## config.mk

```make
export PLATFORM = sky130hd
export DESIGN_NAME = cordic_csqrt_sequencer
export DESIGN_NICKNAME = d
export VERILOG_FILES = /design/src/rtl/cordic_csqrt_sequencer.sv
export SDC_FILE = /design/constraint.sdc
export NUM_CORES = 1
export LEC_CHECK = 0
export BUFFER_PORTS_ARGS = -buffer_cell sky130_fd_sc_hd__buf_2
export CORE_UTILIZATION = 45
export CTS_BUF_LIST = sky130_fd_sc_hd__clkbuf_4 sky130_fd_sc_hd__clkbuf_8
export DETAILED_ROUTE_END_ITERATION = 12
export MAX_ROUTING_LAYER = met4
export PLACE_DENSITY = 0.69
export SYNTH_ARGS = -nofsm -noshare
export SYNTH_HDL_FRONTEND = slang
export SYNTH_SLANG_ARGS = --single-unit
```

## constraint.sdc

```tcl
create_clock -name clk -period 12.51 [get_ports clk]
set_clock_uncertainty 0.15 [all_clocks]
set_input_delay 2.502 -clock clk [delete_from_list [all_inputs] [get_ports clk]]
set_output_delay 2.502 -clock clk [all_outputs]
set_load 0.02 [all_outputs]
```

## src/rtl/cordic_csqrt_sequencer.sv

```systemverilog
// cordic_csqrt_sequencer
// Runs one external CORDIC vectoring core (CV) and one external CORDIC
// rotation core (CR) through the four passes of the complex square root:
// CV1 (angle phi), CR1 (cos/sin of phi), CV2 (half angle psi from 2R-1),
// CR2 (root). Wraps the passes in valid/ready handshakes, passes a channel
// tag through, saturates the final scaling shift and aborts any pass whose
// core fails to answer within TIMEOUT cycles.
module cordic_csqrt_sequencer #(
    parameter int                DATA_W  = 16,
    parameter int                ANG_W   = 32,
    parameter int                SHIFT_W = 4,
    parameter int                TAG_W   = 3,
    parameter logic [DATA_W-1:0] K_INV   = 16'h4DB9,
    parameter logic [DATA_W-1:0] ONE     = 16'h7FFF,
    parameter int                TIMEOUT = 255
) (
    input  logic               clk,
    input  logic               rst,

    input  logic               in_valid,
    output logic               in_ready,
    input  logic [DATA_W-1:0]  in_x,
    input  logic [DATA_W-1:0]  in_y,
    input  logic [TAG_W-1:0]   in_tag,

    output logic               cv_start,
    output logic               cv_sel,
    output logic [DATA_W-1:0]  cv_xin,
    output logic [DATA_W-1:0]  cv_yin,
    output logic [DATA_W-1:0]  cv_yn,
    input  logic               cv_done,
    input  logic [ANG_W-1:0]   cv_microt,
    input  logic [DATA_W-1:0]  cv_2rm1,
    input  logic [SHIFT_W-1:0] cv_l,
    input  logic [1:0]         cv_quad,

    output logic               cr_start,
    output logic [DATA_W-1:0]  cr_xin,
    output logic [DATA_W-1:0]  cr_yin,
    output logic [ANG_W-1:0]   cr_microt,
    input  logic               cr_done,
    input  logic [DATA_W-1:0]  cr_cos,
    input  logic [DATA_W-1:0]  cr_sin,

    output logic               out_valid,
    input  logic               out_ready,
    output logic [DATA_W-1:0]  out_re,
    output logic [DATA_W-1:0]  out_im,
    output logic [TAG_W-1:0]   out_tag,
    output logic               out_err
);

    // The wait counter only has to reach TIMEOUT-1.
    localparam int CNT_W = (TIMEOUT > 1) ? $clog2(TIMEOUT) : 1;

    // Wide enough that a shift by the largest l never loses bits before the
    // saturation compare.
    localparam int EXT_W = DATA_W + (1 << SHIFT_W);

    localparam logic [DATA_W-1:0] D_MAX = {1'b0, {(DATA_W-1){1'b1}}};
    localparam logic [DATA_W-1:0] D_MIN = {1'b1, {(DATA_W-1){1'b0}}};
    localparam logic signed [EXT_W-1:0] EXT_MAX =
        {{(EXT_W-DATA_W+1){1'b0}}, {(DATA_W-1){1'b1}}};
    localparam logic signed [EXT_W-1:0] EXT_MIN =
        {{(EXT_W-DATA_W+1){1'b1}}, {(DATA_W-1){1'b0}}};

    typedef enum logic [3:0] {
        IDLE,
        CV1_GO,
        CV1_WAIT,
        CR1_GO,
        CR1_WAIT,
        CV2_GO,
        CV2_WAIT,
        CR2_GO,
        CR2_WAIT,
        OUT
    } state_t;

    state_t state;
    state_t state_nxt;

    logic [DATA_W-1:0]  x_q;
    logic [DATA_W-1:0]  y_q;
    logic [TAG_W-1:0]   tag_q;
    logic [ANG_W-1:0]   phi_q;
    logic [ANG_W-1:0]   psi_q;
    logic [DATA_W-1:0]  two_rm1_q;
    logic [SHIFT_W-1:0] l_q;
    logic [1:0]         quad_q;
    logic [DATA_W-1:0]  c1_q;
    logic [DATA_W-1:0]  s1_q;
    logic [DATA_W-1:0]  res_re_q;
    logic [DATA_W-1:0]  res_im_q;
    logic               err_q;
    logic [CNT_W-1:0]   wait_cnt;

    logic               timed_out;
    logic               wait_state;
    logic               wait_done;
    logic               wait_abort;
    logic [DATA_W-1:0]  map_re;
    logic [DATA_W-1:0]  map_im;

    // Arithmetic left shift by sh, clamped to the signed DATA_W range.
    function automatic logic [DATA_W-1:0] sat_shl(input logic [DATA_W-1:0]  v,
                                                  input logic [SHIFT_W-1:0] sh);
        logic signed [EXT_W-1:0] wide;
        wide = {{(EXT_W-DATA_W){v[DATA_W-1]}}, v};
        wide = wide <<< sh;
        if (wide > EXT_MAX) begin
            sat_shl = D_MAX;
        end else if (wide < EXT_MIN) begin
            sat_shl = D_MIN;
        end else begin
            sat_shl = wide[DATA_W-1:0];
        end
    endfunction

    // Two's complement negate; the most negative value clamps to max positive.
    function automatic logic [DATA_W-1:0] sat_neg(input logic [DATA_W-1:0] v);
        if (v == D_MIN) begin
            sat_neg = D_MAX;
        end else begin
            sat_neg = ~v + 1'b1;
        end
    endfunction

    assign timed_out = (TIMEOUT != 0) && (wait_cnt == CNT_W'(TIMEOUT - 1));

    // Which wait state we are in, and whether its core answered this cycle.
    always_comb begin
        wait_state = 1'b0;
        wait_done  = 1'b0;
        case (state)
            CV1_WAIT, CV2_WAIT: begin
                wait_state = 1'b1;
                wait_done  = cv_done;
            end
            CR1_WAIT, CR2_WAIT: begin
                wait_state = 1'b1;
                wait_done  = cr_done;
            end
            default: begin
                wait_state = 1'b0;
                wait_done  = 1'b0;
            end
        endcase
        wait_abort = wait_state && !wait_done && timed_out;
    end

    // Map the final rotation back to the input quadrant before scaling.
    always_comb begin
        map_re = cr_cos;
        map_im = cr_sin;
        case (quad_q)
            2'b10: begin
                map_re = cr_sin;
                map_im = cr_cos;
            end
            2'b11: begin
                map_re = cr_sin;
                map_im = sat_neg(cr_cos);
            end
            default: begin
                map_re = cr_cos;
                map_im = cr_sin;
            end
        endcase
    end

    // State register.
    always_ff @(posedge clk) begin
        if (rst) begin
            state <= IDLE;
        end else begin
            state <= state_nxt;
        end
    end

    // Next-state decode and all block outputs, derived from the current state.
    always_comb begin
        state_nxt = state;
        in_ready  = 1'b0;
        cv_start  = 1'b0;
        cv_sel    = 1'b0;
        cv_xin    = '0;
        cv_yin    = '0;
        cv_yn     = '0;
        cr_start  = 1'b0;
        cr_xin    = '0;
        cr_yin    = '0;
        cr_microt = '0;
        out_valid = 1'b0;
        out_re    = '0;
        out_im    = '0;
        out_tag   = '0;
        out_err   = 1'b0;

        case (state)
            IDLE: begin
                in_ready = 1'b1;
                if (in_valid) begin
                    state_nxt = CV1_GO;
                end
            end
            CV1_GO: begin
                cv_start  = 1'b1;
                cv_xin    = x_q;
                cv_yin    = y_q;
                state_nxt = CV1_WAIT;
            end
            CV1_WAIT: begin
                if (cv_done) begin
                    state_nxt = CR1_GO;
                end else if (timed_out) begin
                    state_nxt = OUT;
                end
            end
            CR1_GO: begin
                cr_start  = 1'b1;
                cr_xin    = ONE;
                cr_microt = phi_q;
                state_nxt = CR1_WAIT;
            end
            CR1_WAIT: begin
                if (cr_done) begin
                    state_nxt = CV2_GO;
                end else if (timed_out) begin
                    state_nxt = OUT;
                end
            end
            CV2_GO: begin
                cv_start  = 1'b1;
                cv_sel    = 1'b1;
                cv_xin    = K_INV;
                cv_yn     = two_rm1_q;
                state_nxt = CV2_WAIT;
            end
            CV2_WAIT: begin
                if (cv_done) begin
                    state_nxt = CR2_GO;
                end else if (timed_out) begin
                    state_nxt = OUT;
                end
            end
            CR2_GO: begin
                cr_start  = 1'b1;
                cr_xin    = two_rm1_q[DATA_W-1] ? s1_q : c1_q;
                cr_microt = psi_q;
                state_nxt = CR2_WAIT;
            end
            CR2_WAIT: begin
                if (cr_done) begin
                    state_nxt = OUT;
                end else if (timed_out) begin
                    state_nxt = OUT;
                end
            end
            OUT: begin
                out_valid = 1'b1;
                out_re    = res_re_q;
                out_im    = res_im_q;
                out_tag   = tag_q;
                out_err   = err_q;
                if (out_ready) begin
                    state_nxt = IDLE;
                end
            end
            default: begin
                state_nxt = IDLE;
            end
        endcase
    end

    // Operand and result capture, plus the per-pass wait counter.
    always_ff @(posedge clk) begin
        if (rst) begin
            x_q       <= '0;
            y_q       <= '0;
            tag_q     <= '0;
            phi_q     <= '0;
            psi_q     <= '0;
            two_rm1_q <= '0;
            l_q       <= '0;
            quad_q    <= '0;
            c1_q      <= '0;
            s1_q      <= '0;
            res_re_q  <= '0;
            res_im_q  <= '0;
            err_q     <= 1'b0;
            wait_cnt  <= '0;
        end else begin
            case (state)
                IDLE: begin
                    if (in_valid) begin
                        x_q      <= in_x;
                        y_q      <= in_y;
                        tag_q    <= in_tag;
                        err_q    <= 1'b0;
                        res_re_q <= '0;
                        res_im_q <= '0;
                    end
                end
                CV1_GO, CR1_GO, CV2_GO, CR2_GO: begin
                    wait_cnt <= '0;
                end
                CV1_WAIT: begin
                    wait_cnt <= wait_cnt + 1'b1;
                    if (cv_done) begin
                        phi_q     <= cv_microt;
                        two_rm1_q <= cv_2rm1;
                        l_q       <= cv_l;
                        quad_q    <= cv_quad;
                    end
                end
                CR1_WAIT: begin
                    wait_cnt <= wait_cnt + 1'b1;
                    if (cr_done) begin
                        c1_q <= cr_cos;
                        s1_q <= cr_sin;
                    end
                end
                CV2_WAIT: begin
                    wait_cnt <= wait_cnt + 1'b1;
                    if (cv_done) begin
                        psi_q <= cv_microt;
                    end
                end
                CR2_WAIT: begin
                    wait_cnt <= wait_cnt + 1'b1;
                    if (cr_done) begin
                        res_re_q <= sat_shl(map_re, l_q);
                        res_im_q <= sat_shl(map_im, l_q);
                    end
                end
                default: begin
                end
            endcase

            if (wait_abort) begin
                res_re_q <= '0;
                res_im_q <= '0;
                err_q    <= 1'b1;
            end
        end
    end

endmodule

```

==> results.py <==
metrics = {
    "sta": {
        "hold_viol": 0,
        "rsz0062_at_grt": "false",
        "setup_slack_ps": 6205,
        "fmax_mhz": 158.6,
        "finalSetupViolCount": 0,
        "final-max-slew-violation-count": 0,
        "fin_setup_tns_ps": 0,
        "tightest_slew_ps": 1232,
        "post-route-min-period_ps": 6305,
        "relSlewSlack_pct": 17.56,
        "finalCritPeriodShare_pct": 50.40,
    },
    "die": {
        "fp.dieW_um": 166.3,
        "start_util_pct": 46.24,
        "core_area_um2": 26280,
        "row_count": 59,
        "design.die.area_um2": 27670,
        "die_y_um": 166.3,
        "io-pin-count": 280,
    },
    "logic_synthesis": {
        "syn_avg_cell_area_um2": 7.282,
        "synthTopCellsByCount": "nand2_1, a21oi_1, dfxtp_1",
        "ys_seq_elements": 198,
        "yosysTopAreaCell": "dfxtp_1",
        "yosysMostFrequentCell": "nand2_1",
        "synth_ff_type": "dfxtp_1",
        "async_reset_ff_share_pct": 0,
        "yosysUniqueCellTypes": 86,
        "synth_edf_count": 0,
        "yosysSeqAreaShare_pct": 32.62,
        "yosysWarningCount": 0,
        "yosysTopAreaCellShare_pct": 32.62,
        "syn-instance-count": 1669,
        "ys_top_cells_by_area": "dfxtp_1, nand2_1, a21oi_1",
        "netlist_area_um2": 12150,
    },
    "place": {
        "placed_area_um2": 13420,
        "io_buffers": 263,
        "post-place-ws_ps": 5776,
        "gp_congestion": 0.9654,
        "hpwl_um": 27770,
    },
    "clocking": {
        "cts_tree": "yes",
        "cts_buffers": 17,
        "clk_pin_slew_ps": 130,
        "postCtsSetupBuffers": 0,
        "htreeDepth": 4,
        "clk_path_buf_depth": 2,
        "cts_hold_buf": 0,
        "clockRootBuffer": "clkbuf_8",
        "cts_resized": 0,
        "clk-insertion-delay-late_ps": 480,
        "clock-sinks": 198,
    },
    "route": {
        "met2_length_um": 18790,
        "detail-route-antenna-nets": 0,
        "met3WireLength_um": 2579,
        "dr_total_vias": 12660,
        "dr.first_iter.drc_count": 1127,
        "dr.max_layer_used": "met4",
        "wirelength_met1_um": 17050,
        "firstDrtPassIters": 12,
        "finalWirelength_um": 39670,
        "post_drt_wl_per_cell_um": 18.20,
        "vias_per_cell": 5.809,
        "drcViolationCount": 8,
    },
    "power": {
        "p_leak_nw": 5.397,
        "power_frac_comb_pct": 16.9,
        "sw_frac_of_total_pct": 33.23,
        "p_int_mw": 0.9070,
        "pwr-share-clk_pct": 34.8,
        "pwr-share-seq_pct": 48.3,
        "power.switching_mw": 0.4513,
        "peakVddDrop_mv": 0.07612,
        "p_per_area_nw_per_um2": 97.74,
        "power.total_mw": 1.358,
    },
    "worst_setup_path": {
        "critPathRequiredTime_ps": 12710,
        "worstReg2RegStart": "l_q[0]",
        "startpoint": "cr_cos[2]",
        "crit_fanout": 18,
        "path_class": "in -> reg",
        "cp.arrival_ps": 6510,
        "worst_setup_path_end_kind": "flip-flop",
        "start_kind": "primary input",
    },
    "global_routing": {
        "grt_pass1_vias": 11600,
        "grt_first_pass_wirelength_um": 62070,
        "grt_max_degree": 78,
        "antenna_found_initial": 3,
        "grt_use_total_pct": 28.52,
        "grt_overflow": 0,
    },
    "cells_and_area": {
        "area_growth_pct": 14.35,
        "nets": 1959,
        "stdcell_area_um2": 13900,
        "drive_gt1_share_pct": 21.17,
    },
    "min_path": {
        "hp-start": "res_im_q[5]",
        "min_path_type": "reg -> reg",
    },
    "run_status": {
        "violations": "design-rule violations",
        "status": "finished with violations",
    },
    "job": {
        "maxCapViolations": 0,
    },
}
[sequential cells by signal (all words and copies together) (netlist names)]
register   count
c1_q          16
err_q          1
l_q            4
phi_q         32
psi_q         32
quad_q         2
res_im_q      16
res_re_q      16
s1_q          16
state          4
tag_q          3
two_rm1_q     16
wait_cnt       8
x_q           16
y_q           16
[layout make-up]
cell class	count	area (um2)
clock inverters	15	234.0
multi-input cells	1311	7485
flip-flops and latches	198	3970
clock buffers	17	234.0
diodes	3	7.507
well taps	335	419.2
inverters	15	56.30
repair buffers	286	1491
fillers	2606	12380
[metrics by stage]
step           utilization, %  hold slack, ps  instances
6_report                52.88           304.8       2180
3_3_place_gp            51.07           282.1       2145
5_1_grt                 52.88           321.2       2180
2_1_floorplan               -           267.6       1684
4_1_cts                 52.85           307.0       2177
3_5_place_dp            51.07           289.0       2145
[routing by layer]
layer  GRT usage [%]  vias up
li1                -     6104
met2           45.46      456
met3           5.744       82
met1           35.57     6022
met5               -        -
met4           10.79        0
[power by group through the flow]
stage               clock network (mW)  logic, mW  registers (mW)
floorplan                            0      0.157           0.665
global placement                     0      0.225           0.669
detailed placement                   0      0.226           0.670
CTS                              0.483      0.227           0.656
global route                     0.508      0.249           0.658
finish                           0.472      0.230           0.656
[cell families (layout without fill, tap and decap cells)]
logic type / count (synthesis) / in the layout / share of synthesized area (%)
other: 1 / 19 / 0.03086
multiplexers: 86 / 86 / 8.998
buffers and inverters: 175 / 333 / 6.455
adder cells (fa/ha/maj): 3 / 3 / 0.3089
AND/OR/NAND/NOR: 772 / 772 / 29.37
AO/OA/AOI/OAI: 432 / 432 / 22.07
XOR/XNOR: 2 / 2 / 0.1442
flip-flops: 198 / 198 / 32.62
[placed cells by master, fill, tap and decap left out, types with 11 or more instances in the layout]
cell,count
a21oi_1,230
a31oi_1,21
and2_1,68
and3_1,24
buf_2,262
buf_4,24
clkbuf_8,17
conb_1,16
dfxtp_1,195
inv_1,14
mux2i_1,62
mux4_2,18
nand2_1,410
nand2b_1,15
nand3_1,25
nand4_1,13
nor2_1,115
nor3_1,33
o21a_1,14
o21ai_0,46
o21ai_1,11
[worst max-delay path, stage by stage]
cell and delay, ps:
buf_2 180, nor4_4 830, nand4_2 380, o31ai_4 290
o21ai_1 190, mux2_2 350, a21bo_1 240, o21ai_1 260
a31oi_1 170, o41ai_4 710, or3_1 270, o211ai_1 100
[worst paths after layout]
path | end | slack (ps) | cells past startpoint
hold reg to reg | res_im_q[5] | 300 | 2
setup reg to reg | res_im_q[12] | 8010 | 11
hold / removal | res_im_q[5] | 300 | 2
setup / recovery | res_im_q[12] | 6200 | 12
Power figures use the tool's default switching activity.
